$ cat src/rtl/midi_voice_alloc_pkg.sv
// Shared constants and types for the MIDI voice allocator.
// Holds the payload width and voice-count limits used across the allocator files.
package midi_voice_alloc_pkg;

    localparam int unsigned MidiPayloadBits = 7;
    localparam int unsigned MidiMaxVoices   = 8;
    localparam int unsigned VoiceIdxBits    = $clog2(MidiMaxVoices);

    // Which note-on rule picked the target voice.
    typedef enum logic [1:0] {
        SelNone,
        SelMatch,
        SelFree,
        SelSteal
    } sel_e;

endpackage

$ cat src/rtl/voice_prio_enc.sv
// Lowest-set-bit priority encoder with a valid flag.
module voice_prio_enc #(
    parameter int unsigned WIDTH    = 4,
    parameter int unsigned IDX_BITS = $clog2(WIDTH)
) (
    input  logic [WIDTH-1:0]    req,
    output logic [IDX_BITS-1:0] idx,
    output logic                valid
);

    // Scan high to low so the lowest set bit is written last and wins.
    always_comb begin
        idx = '0;
        for (int i = int'(WIDTH) - 1; i >= 0; i--) begin
            if (req[i]) begin
                idx = IDX_BITS'(i);
            end
        end
    end

    assign valid = |req;

endmodule

$ cat src/rtl/midi_voice_alloc.sv
// Polyphonic voice scheduler: maps note-on/off strobes onto voice slots,
// reusing matching voices, filling free ones, and stealing the LRU voice.
module midi_voice_alloc
    import midi_voice_alloc_pkg::*;
#(
    parameter int unsigned NUM_VOICES = 4,
    parameter int unsigned AGE_BITS   = $clog2(NUM_VOICES)
) (
    input  logic                                  clk_i,
    input  logic                                  nrst_i,
    input  logic [MidiPayloadBits-1:0]            note_i,
    input  logic                                  noteOnStrb_i,
    input  logic                                  noteOffStrb_i,
    input  logic                                  allOff_i,
    output logic [NUM_VOICES*MidiPayloadBits-1:0] voiceNote_o,
    output logic [NUM_VOICES-1:0]                 voiceGate_o,
    output logic [NUM_VOICES-1:0]                 voiceTrig_o,
    output logic                                  stealStrb_o
);

    logic [MidiPayloadBits-1:0] note_q [NUM_VOICES];
    logic [MidiPayloadBits-1:0] note_d [NUM_VOICES];
    logic [AGE_BITS-1:0]        age_q  [NUM_VOICES];
    logic [AGE_BITS-1:0]        age_d  [NUM_VOICES];
    logic [NUM_VOICES-1:0]      gate_q, gate_d;
    logic [NUM_VOICES-1:0]      trig_q, trig_d;
    logic                       steal_q, steal_d;

    logic [NUM_VOICES-1:0] match_vec, free_vec, old_vec;
    logic [AGE_BITS-1:0]   match_idx, free_idx, old_idx, target;
    logic                  match_valid, free_valid, old_valid;
    sel_e                  sel;

    // Only sounding voices count as a match; stale notes of released voices do not.
    always_comb begin
        for (int k = 0; k < int'(NUM_VOICES); k++) begin
            match_vec[k] = gate_q[k] && (note_q[k] == note_i);
            old_vec[k]   = (age_q[k] == AGE_BITS'(NUM_VOICES - 1));
        end
    end

    assign free_vec = ~gate_q;

    voice_prio_enc #(.WIDTH(NUM_VOICES), .IDX_BITS(AGE_BITS)) u_match_enc (
        .req   (match_vec),
        .idx   (match_idx),
        .valid (match_valid)
    );

    voice_prio_enc #(.WIDTH(NUM_VOICES), .IDX_BITS(AGE_BITS)) u_free_enc (
        .req   (free_vec),
        .idx   (free_idx),
        .valid (free_valid)
    );

    voice_prio_enc #(.WIDTH(NUM_VOICES), .IDX_BITS(AGE_BITS)) u_old_enc (
        .req   (old_vec),
        .idx   (old_idx),
        .valid (old_valid)
    );

    always_comb begin
        sel    = SelNone;
        target = '0;
        if (noteOnStrb_i && !allOff_i) begin
            if (match_valid) begin
                sel = SelMatch;
            end else if (free_valid) begin
                sel = SelFree;
            end else if (old_valid) begin
                sel = SelSteal;
            end
        end
        case (sel)
            SelMatch: target = match_idx;
            SelFree:  target = free_idx;
            SelSteal: target = old_idx;
            default:  target = '0;
        endcase
    end

    always_comb begin
        note_d  = note_q;
        age_d   = age_q;
        gate_d  = gate_q;
        trig_d  = '0;
        steal_d = 1'b0;
        if (allOff_i) begin
            gate_d = '0;
        end else if (sel != SelNone) begin
            note_d[target] = note_i;
            gate_d[target] = 1'b1;
            trig_d[target] = 1'b1;
            steal_d        = (sel == SelSteal);
            // Voices younger than the target age by one; older ones keep their slot.
            for (int k = 0; k < int'(NUM_VOICES); k++) begin
                if (age_q[k] < age_q[target]) begin
                    age_d[k] = age_q[k] + 1'b1;
                end
            end
            age_d[target] = '0;
        end else if (noteOffStrb_i && match_valid) begin
            gate_d[match_idx] = 1'b0;
        end
    end

    always_ff @(posedge clk_i or negedge nrst_i) begin
        if (!nrst_i) begin
            for (int k = 0; k < int'(NUM_VOICES); k++) begin
                note_q[k] <= '0;
                age_q[k]  <= AGE_BITS'(k);
            end
            gate_q  <= '0;
            trig_q  <= '0;
            steal_q <= 1'b0;
        end else begin
            note_q  <= note_d;
            age_q   <= age_d;
            gate_q  <= gate_d;
            trig_q  <= trig_d;
            steal_q <= steal_d;
        end
    end

    for (genvar k = 0; k < NUM_VOICES; k++) begin : g_note_out
        assign voiceNote_o[k*MidiPayloadBits +: MidiPayloadBits] = note_q[k];
    end

    assign voiceGate_o = gate_q;
    assign voiceTrig_o = trig_q;
    assign stealStrb_o = steal_q;

endmodule

$ cat config.mk
export PLATFORM = sky130hd
export DESIGN_NAME = midi_voice_alloc
export DESIGN_NICKNAME = d
export VERILOG_FILES = /design/src/rtl/midi_voice_alloc_pkg.sv /design/src/rtl/voice_prio_enc.sv /design/src/rtl/midi_voice_alloc.sv
export SDC_FILE = /design/constraint.sdc
export NUM_CORES = 1
export LEC_CHECK = 0
export CAP_MARGIN = 40
export CORE_MARGIN = 2
export CORE_UTILIZATION = 52
export CTS_CLUSTER_DIAMETER = 200
export DETAILED_ROUTE_END_ITERATION = 7
export GPL_TIMING_DRIVEN = 0
export PLACE_DENSITY_LB_ADDON = 0.08
export SLEW_MARGIN = 5
export SYNTH_ARGS = -nofsm -noshare
export SYNTH_HDL_FRONTEND = slang
export SYNTH_SLANG_ARGS = --single-unit
$ cat constraint.sdc
create_clock -name clk_i -period 4.1 [get_ports clk_i]
set_clock_uncertainty 0.15 [all_clocks]
set_input_delay 1.23 -clock clk_i [delete_from_list [all_inputs] [get_ports clk_i]]
set_output_delay 1.23 -clock clk_i [all_outputs]
set_load 0.02 [all_outputs]
After elaboration in Yosys (flattened, before gate mapping)
Index checks and enable logic that the tools add are counted.
- output and inout port bits: 37
- RAM bits: 0
- memories: 0
- input bits: 12
- latch bits: 0
- word-level logic and storage cells: 108
- bits in registers: 45
- bits in read-only memories: 0
- multiplexer cells: 48
- shifts and indexed selects: 0
- order comparisons: 10
- reduce and logical (&&, ||, !) cells: 16
- add/subtract/negate cells: 4
- $mul: 0
- divide/modulo/power cells: 0
- bitwise gates (word level): 8
- eq/ne operators: 11
- operators by type and width (cell ; count):
    $mux 2 ; 31
    $bwmux 28 ; 1
    $eq 7x7->1 ; 4
    $mux 4 ; 5
    $demux 7 s2 ; 1
    $eq 2x2->1 const B ; 6
    $reduce_or 4->1 ; 3
    $logic_and 1x1->1 ; 9
    $add 2x1->2 const B ; 4
    $and 8x8->8 ; 1
    $lt 2x2->1 ; 4
    $not 4->4 ; 2
    $not 8->8 ; 1
    $mux 7 ; 1
    $lt 2x3->1 const B ; 2
    $pmux 2 s3 ; 1
    $and 4x4->4 ; 1
    $bmux 2 s2 ; 1
    $demux 1 s2 ; 2
    $demux 2 s2 ; 1
    $ge 2x1->1 const B ; 2
    $mux 1 ; 4
    $or 4x4->4 ; 1
    $ge 3x3->1 const B ; 1
    8 further kinds ; 8

Logic depth before layout (Yosys ltp)
Gate-level depths: netlist (run 1).
- depth in word-level cells: 17
- gate-level depth with buffers: 16
- mapped depth without buffers: 15

By module
A second synthesis (run 1) with hierarchy kept.
- cell total of the unflattened synthesis: 260
- area, all modules: 2551.2 µm²
- modules (own cells, without submodules) (module ; sequential area each (µm²) ; cells each ; times used ; area an instance (µm²)):
    midi_voice_alloc ; 1131.1 ; 239 ; 1 ; 2446.1
    voice_prio_enc ; 0.0 ; 7 ; 3 ; 35.0

Worst setup path before layout (run 1)
Ideal clock, no wire load.
- path kind: input-to-reg
- from: input port note_i[2]
- to: register age_q[3] (netlist name)
- library setup time: 0.088 ns
- cell stages on the path: 16
- required time: 3.862 ns
- data arrival time: 3.823 ns
- path buffers: 2
- slack: 0.039 ns
- cells stage by stage: buf_6 > xor2_1 > nor4_1 > nand4_1 > and2_1 > o21a_1 > buf_6 > nor2_1 > a21oi_1 > o21ai_0 > ha_1 > nor2_1 > and4_1 > a311o_1 > nand4_1 > o211ai_1
- longest elaborated chain between the ends: 16
- elaborated cells between the ends (all ways): 36
- those cells by class: order compare (3); eq/ne (7); mux (15); bitwise (3); reduce/logical (8)
- RTL lines (element ; line ; text):
    start, declared ; midi_voice_alloc.sv:11 ; input logic [MidiPayloadBits-1:0] note_i,
    $eq 7x7->1 ; midi_voice_alloc.sv:37 ; match_vec[k] = gate_q[k] && (note_q[k] == note_i);
    $logic_and 1x1->1 ; midi_voice_alloc.sv:37 ;
    $reduce_or 4->1 or $mux 2 (tied branches) ; voice_prio_enc.sv:21, voice_prio_enc.sv:15 ;
    $mux 2, on equally long branches ; midi_voice_alloc.sv:66, voice_prio_enc.sv:15 ;
    $mux 2, on equally long branches ; midi_voice_alloc.sv:65, voice_prio_enc.sv:15 ;
    $eq 2x2->1 (tied with other cells) ; midi_voice_alloc.sv:74 ; case (sel)
    $pmux 2 s3 ; midi_voice_alloc.sv:74 ;
    $not 2->3 (implied by the code) ; midi_voice_alloc.sv:97, midi_voice_alloc.sv:101 ;
    $bmux 2 s2 ; midi_voice_alloc.sv:97 ; if (age_q[k] < age_q[target]) begin
    $mux 2 (implied by the code) (2 in series) ; midi_voice_alloc.sv:97 ;
    $lt 2x2->1 ; midi_voice_alloc.sv:97 ;
    $mux 2 ; midi_voice_alloc.sv:97 ;
    $mux 2 ; midi_voice_alloc.sv:90 ; end else if (sel != SelNone) begin
    $mux 2 ; midi_voice_alloc.sv:88 ; if (allOff_i) begin
    $and 8x8->8 (no line) ; - ;
    end signal, assigned by index ; midi_voice_alloc.sv:111 ; age_q[k] <= AGE_BITS'(k);
    end signal, assigned ; midi_voice_alloc.sv:118 ; age_q <= age_d;
    end, declared ; midi_voice_alloc.sv:23 ; logic [AGE_BITS-1:0] age_q [NUM_VOICES];
Several ways; a longest one is shown, not always the timed one. The select of a mux whose other input is x is not followed.
A chain may end at the register's enable or synchronous reset.

Worst setup path after layout (run 1)
- from: input port note_i[3]
- to: register age_q[3] (netlist name)
The elaborated chain is that of the path after synthesis.

==> metrics.txt, run 1 <==
filler cell count=439; FF-to-FF path depth=13; Gate Count Post-Synth=252; most common cell in the netlist=dfrtp_1; input/output buffers=41; Hold Crit Start=voiceNote_o[17]; via count=2047; synthesized area per cell=around 11 µm²; #FFs+latches synth=45; Antenna Nets Post-Route=0; status=finished, final reports clean; I/O pins=49; Setup WS pre-CTS=-459 ps; fmax=between 0.2 and 0.3 GHz; WL final=6050 µm; worst skew pair latency=around 290 ps; Post-synth ARST share=1.00; vias in the first global route=around 1900; WS Path Type=input port to flip-flop; fraction of power spent switching nets=0.357; clock power share=0.180; Placement Cell Area=3170 µm²; Worst path slowest cell=a311o_1; largest net degree at the start of global routing=34; Hold Path Class=flip-flop to flip-flop; Area growth, synth to finish=23.1%; synthesized cell area=2660 µm²; Reg power frac=0.427; Slew Viols, Final=0; Finish-stage setup viols=0; Fin. Hold Viols=0; die area=around 5700 µm²; FF/Latch Area=1130 µm²; Worst Path Required=4170 ps; fin crit share=0.953; Rel. slew slack=0.614; Layout Cells excl Fill=373; Vias/cell=5.49; CTS tree=yes; clk sinks=between 40 and 50; EDFF count, synth=0; post-synth cell types=52; PnR Total Power=1.49 mW; PD cells=around 450 nW/µm²; worst setup margin=191 ps; gpl congestion=around 0.98; DRC viols=0; CTS Buf Count=5; Pint=956 µW; Critical Path Source Type=input port; RSZ-0062 raised after global routing=no; most common flop cell mapped by yosys=dfrtp_1; Crit path largest cell delay=330 ps; ranking of synthesized cells by area=dfrtp_1, mux2_2, xnor2_1, nand2_1, dfstp_2; Die Ht=roughly 75 µm; dpl cells=364; crit path to=age_q[3]; Initial Util=0.530; Fin Setup TNS=0 ps; post-route cell area=3270 µm²; antenna cells=0; top cells by count, synth=dfrtp_1, nand2_1, xnor2_1; Root Driver=clkbuf_8; Core Rows=26; area leader, netlist=dfrtp_1; CTS H-tree depth=2; sw power=530 µW; r2r setup slk=~600 ps; CP max FO=9; critical-path cell list=buf_6 -> xnor2_1 -> nand4_1 -> or2_1 -> a21oi_1 -> o21a_1 -> buf_6 -> mux2i_1 -> nand2_1 -> o21ai_2 -> ha_1 -> nor2_1 -> and4_1 -> a311o_1 -> nand4_1 -> o211ai_1; clock buffer depth=2; routed len/inst=16.2 µm; Core Area=5010 µm²; first-pass detailed-route iteration total=4; worst slew pin tran=572 ps; post-DP HPWL=4590 µm; total track usage=0.225; FF-to-FF Start=age_q[0]; Worst Setup End Kind=flip-flop; post-synthesis sequential area ratio=0.426; Tmin final=3910 ps; max cap viols=0; share of the synthesized area in the top cell type=0.386; Clock Pin Slew Worst Setup and Hold Paths=around 80 ps; leakage power=1.37 nW; Ys Warns=0; Synthesized Nets=between 200 and 300; initial antenna violation count=0; die width=75.5 µm; multi-input logic area=between 1000 and 1500 µm²; CP Launch Point=note_i[3]; Comb power frac=0.394; Iter 0 DRT Violations=241; RR Endpoint=age_q[3]; Worst IR Drop VDD=between 0.2 and 0.25 mV; crit path DAT=approximately 4000 ps; Final nets=322; total gr overflow=0; first-pass GRT wire length=9510 µm; number of hold buffers added after cts=0; share of cells above drive strength 1=0.201
==> stage by stage <==
stage	hold slack, ps	utilization
floorplan	348	-
global placement	353	0.630
detailed placement	368	0.633
CTS	389	0.649
global route	410	0.653
finish	384	0.653
==> final cells by class <==
class,instances,area share
plain buffers,13,0.0363
clock buffers,7,0.0233
clock inverters,1,0.00230
inverters,10,0.0115
multi-input cells,184,0.422
flip-flops and latches,45,0.346
well taps,70,0.0268
repair buffers,43,0.132
==> layout by cell type, fill, tap and decap left out, types with 2 or more instances in the layout <==
cell and count:
nand4_1 10, a211o_1 3, o211ai_1 3, clkdlybuf4s50_1 40, dfstp_2 4, nor2_1 14
mux2i_1 4, a31o_2 2, dfrtp_1 41, xnor2_1 22, nor4_1 4, a21oi_1 4
mux2_2 21, mux2_4 2, clkbuf_1 4, nand2_1 35, nor2b_1 3, buf_6 9
xor2_1 6, o21ai_0 4, o41ai_1 2, nor2_2 2, ha_1 8, buf_2 3
nand2b_1 2, clkbuf_8 5, nand3_1 2, inv_1 9, a31oi_1 2, o21ai_2 2
a211oi_2 3, or4_1 2
==> cells by family (layout without fill, tap and decap cells) <==
logic type | count (synthesis) | in the layout | share of synthesized area
buffers and inverters | 23 | 74 | 0.0589
AOI/OAI and AO/OA | 37 | 37 | 0.114
adders and majority gates | 8 | 8 | 0.0377
muxes | 27 | 27 | 0.115
DFF | 45 | 45 | 0.426
and+or+nand+nor | 84 | 84 | 0.156
xor gates and xnor gates | 28 | 28 | 0.0923
==> critical path, delay by kind of cell <==
| family | cells | cell delay (ps) |
|---|---|---|
| AO/OA/AOI/OAI | 5 | 940 |
| XOR/XNOR | 1 | 180 |
| adder cells (fa/ha/maj) | 1 | 270 |
| buffers and inverters | 2 | 260 |
| multiplexers | 1 | 180 |
| AND/OR/NAND/NOR | 6 | 900 |
==> what timing repair did <==
action / 4_1_cts / 5_1_grt
gates resized for setup: 1 / 2
setup endpoints to repair: 2 / 4
endpoints found under the hold margin: 0 / 0
pin swaps: 0 / 1
setup buffers: 0 / 1
==> power by group through the flow <==
stage / clock [mW] / sequential [mW] / combinational (mW)
CTS: 0.277 / 0.636 / 0.587
global route: 0.292 / 0.649 / 0.634
detailed placement: 0 / 0.643 / 0.584
global placement: 0 / 0.640 / 0.574
floorplan: 0 / 0.712 / 0.284
finish: 0.267 / 0.634 / 0.585
==> per-layer routing <==
layer  vias up  global-route usage  wire length (µm)
li1        996                   -                 -
met1       973               0.313              2770
met2        71               0.349              2820
met3         7              0.0648               389
met4         0              0.0565                76
met5         -                   0                 0
==> sequential cells by signal, summed over array words and instances (netlist names) <==
signal,flops
voiceTrig_o,4
stealStrb_o,1
voiceGate_o,4
age_q,8
voiceNote_o,28
==> how the worst min path moves through the flow <==
stage / end / depth (start not counted) / slack (ps)
finish: voiceNote_o[17] / 2 / 380
global route: age_q[3] / 2 / 410
CTS: voiceNote_o[17] / 2 / 390
detailed placement: voiceNote_o[17] / 2 / 370
global placement: voiceNote_o[14] / 2 / 350
floorplan: age_q[3] / 2 / 350
Power figures use the tool's default switching activity.
==> run 2: changes to the inputs <==
REMOVE_ABC_BUFFERS = 1   (was not set)
==> metrics.txt, run 2 (same netlist as run 1, synthesis figures left out) <==
status=finished, final reports clean (unchanged); share of cells above drive strength 1=0.238 (was 0.201); number of hold buffers added after cts=0 (unchanged); first-pass GRT wire length=9540 µm (was 9510 µm); Initial Util=0.530 (unchanged); leakage power=1.40 nW (was 1.37 nW); DRC viols=0 (unchanged); Setup WS pre-CTS=-1090 ps (was -459 ps); Worst IR Drop VDD=0.279 mV (was 0.246 mV); first-pass detailed-route iteration total=4 (unchanged); dpl cells=360 (was 364); Hold Path Class=flip-flop to flip-flop (unchanged); gpl congestion=0.872 (was 0.981); initial antenna violation count=0 (unchanged); die area=5700 µm² (unchanged); I/O pins=49 (unchanged); total gr overflow=0 (unchanged); CP max FO=13 (was 9); post-route cell area=3310 µm² (was 3270 µm²); Final Util=0.660 (was 0.653); crit path DAT=3990 ps (was 3970 ps); input/output buffers=48 (was 41); hold path depth=2 (unchanged); Fin. Hold Viols=0 (unchanged); Slew Viols, Final=0 (unchanged); Vias/cell=5.48 (was 5.49); WS Path Type=input port to flip-flop (unchanged); Antenna Nets Post-Route=0 (unchanged); Worst path slowest cell=or3_4 (was a311o_1); CTS Buf Count=5 (unchanged); Layout Cells excl Fill=373 (unchanged); Critical Path Source Type=input port (unchanged); worst slew pin tran=711 ps (was 572 ps); Placement Cell Area=3140 µm² (was 3170 µm²); fmax=0.255 GHz (was 0.256 GHz); Crit path largest cell delay=500 ps (was 330 ps); antenna cells=0 (unchanged); clock buffer depth=2 (unchanged); Core Rows=26 (unchanged); CTS H-tree depth=2 (unchanged); Worst Setup End Kind=flip-flop (unchanged); WL final=5950 µm (was 6050 µm); max reg flops=28 (unchanged); Core Area=5010 µm² (unchanged); vias in the first global route=1901 (was 1903); CTS tree=yes (unchanged); worst skew pair latency=300 ps (was 290 ps); die width=75.5 µm (unchanged); delay-heaviest family, CP=simple AND/OR/NAND/NOR gates (was compound AO/OA/AOI/OAI gates); Fin Setup TNS=0 ps (unchanged); most common cell after layout, fill and taps aside=dfrtp_1 (unchanged); fin crit share=0.957 (was 0.953); Worst Path Required=4170 ps (about the same); Final nets=323 (was 322); Area growth, synth to finish=24.5% (was 23.1%); PD cells=455 nW/µm² (was 454 nW/µm²); total track usage=0.223 (was 0.225); largest net degree at the start of global routing=34 (unchanged); via count=2043 (was 2047); PnR Total Power=1.50 mW (was 1.49 mW); Stages on worst setup path=13 (was 16); Rel. slew slack=0.524 (was 0.614); clk sinks=45 (unchanged); Iter 0 DRT Violations=109 (was 241); Finish-stage setup viols=0 (unchanged); Clock Pin Slew Worst Setup and Hold Paths=80 ps (about the same); critical-path cell list=clkdlybuf4s15_2 -> xnor2_1 -> nand4_1 -> nor2_2 -> a311oi_1 -> or3_4 -> o21ai_4 -> ha_2 -> nor2_1 -> and4_1 -> a311o_1 -> nand4_1 -> o211ai_1 (was buf_6 -> xnor2_1 -> nand4_1 -> or2_1 -> a21oi_1 -> o21a_1 -> buf_6 -> mux2i_1 -> nand2_1 -> o21ai_2 -> ha_1 -> nor2_1 -> and4_1 -> a311o_1 -> nand4_1 -> o211ai_1); most frequent cells in the layout=dfrtp_1, clkdlybuf4s50_1, nand2_1 (unchanged); CP dominant cell by count=nand4_1; max cap viols=0 (unchanged); Tmin final=3920 ps (was 3910 ps); worst setup margin=175 ps (was 191 ps); CP Buf/Inv Count=1 (was 2); hold_ws=389 ps (was 384 ps); routed len/inst=15.9 µm (was 16.2 µm); Die Ht=75.5 µm (unchanged); post-DP HPWL=4320 µm (was 4590 µm); FF-to-FF path depth=15 (was 13); Root Driver=clkbuf_8 (unchanged)
[run 2: changes by cell type in the layout (fill, tap and decap cells not counted), moves of 2 or more]
cell and change:
buf_6 -8, buf_4 +6, clkbuf_1 -4, xnor2_1 -4, xnor2_2 +4, clkbuf_2 +3
clkdlybuf4s15_2 +2
[run 2: power by group]
group          switching [mW]  total (mW)  internal [mW]
Sequential             0.0981       0.639          0.541
Clock                   0.149       0.267          0.118
Combinational           0.295       0.598          0.303
Total                   0.542        1.50          0.962
[run 2: final timing paths]
check	from	to	slack, ps
min in group asynchronous	nrst_i	voiceTrig_o[3]	660
max	note_i[4]	age_q[3]	180
min reg2reg	voiceNote_o[14]	voiceNote_o[14]	390
max in group asynchronous	nrst_i	age_q[3]	2600
min	voiceNote_o[14]	voiceNote_o[14]	390
max reg2reg	age_q[0]	age_q[3]	780
[run 2: routing by layer]
layer / track usage / vias to the layer above / share of wire
met4: 0.0487 / 0 / 0.0089
met2: 0.350 / 59 / 0.47
met1: 0.320 / 983 / 0.46
met3: 0.0489 / 5 / 0.057
li1: - / 996 / -
met5: 0 / - / 0
[run 2: layout make-up]
cell class                 count  area (µm²)
fill                         407        1700
multi-input combinational    184        1430
sequential                    45        1130
timing repair buffer          57         537
tap                           70        87.6
clock buffer                   5        68.8
inverter                      10        37.5
clock inverter                 2        13.8
[run 2: worst min-delay path: cells and delay by family (launching register included)]
| family | cells | cell delay, ps |
|---|---|---|
| simple gates | 2 | 120 |
| flops | 1 | 390 |
[run 2: what timing repair did]
action / CTS / global route
buffers inserted: 4 / 2
gates cloned: 0 / 0
gates resized for setup: 20 / 17
pin swaps: 4 / 6
setup endpoints to repair: 29 / 6
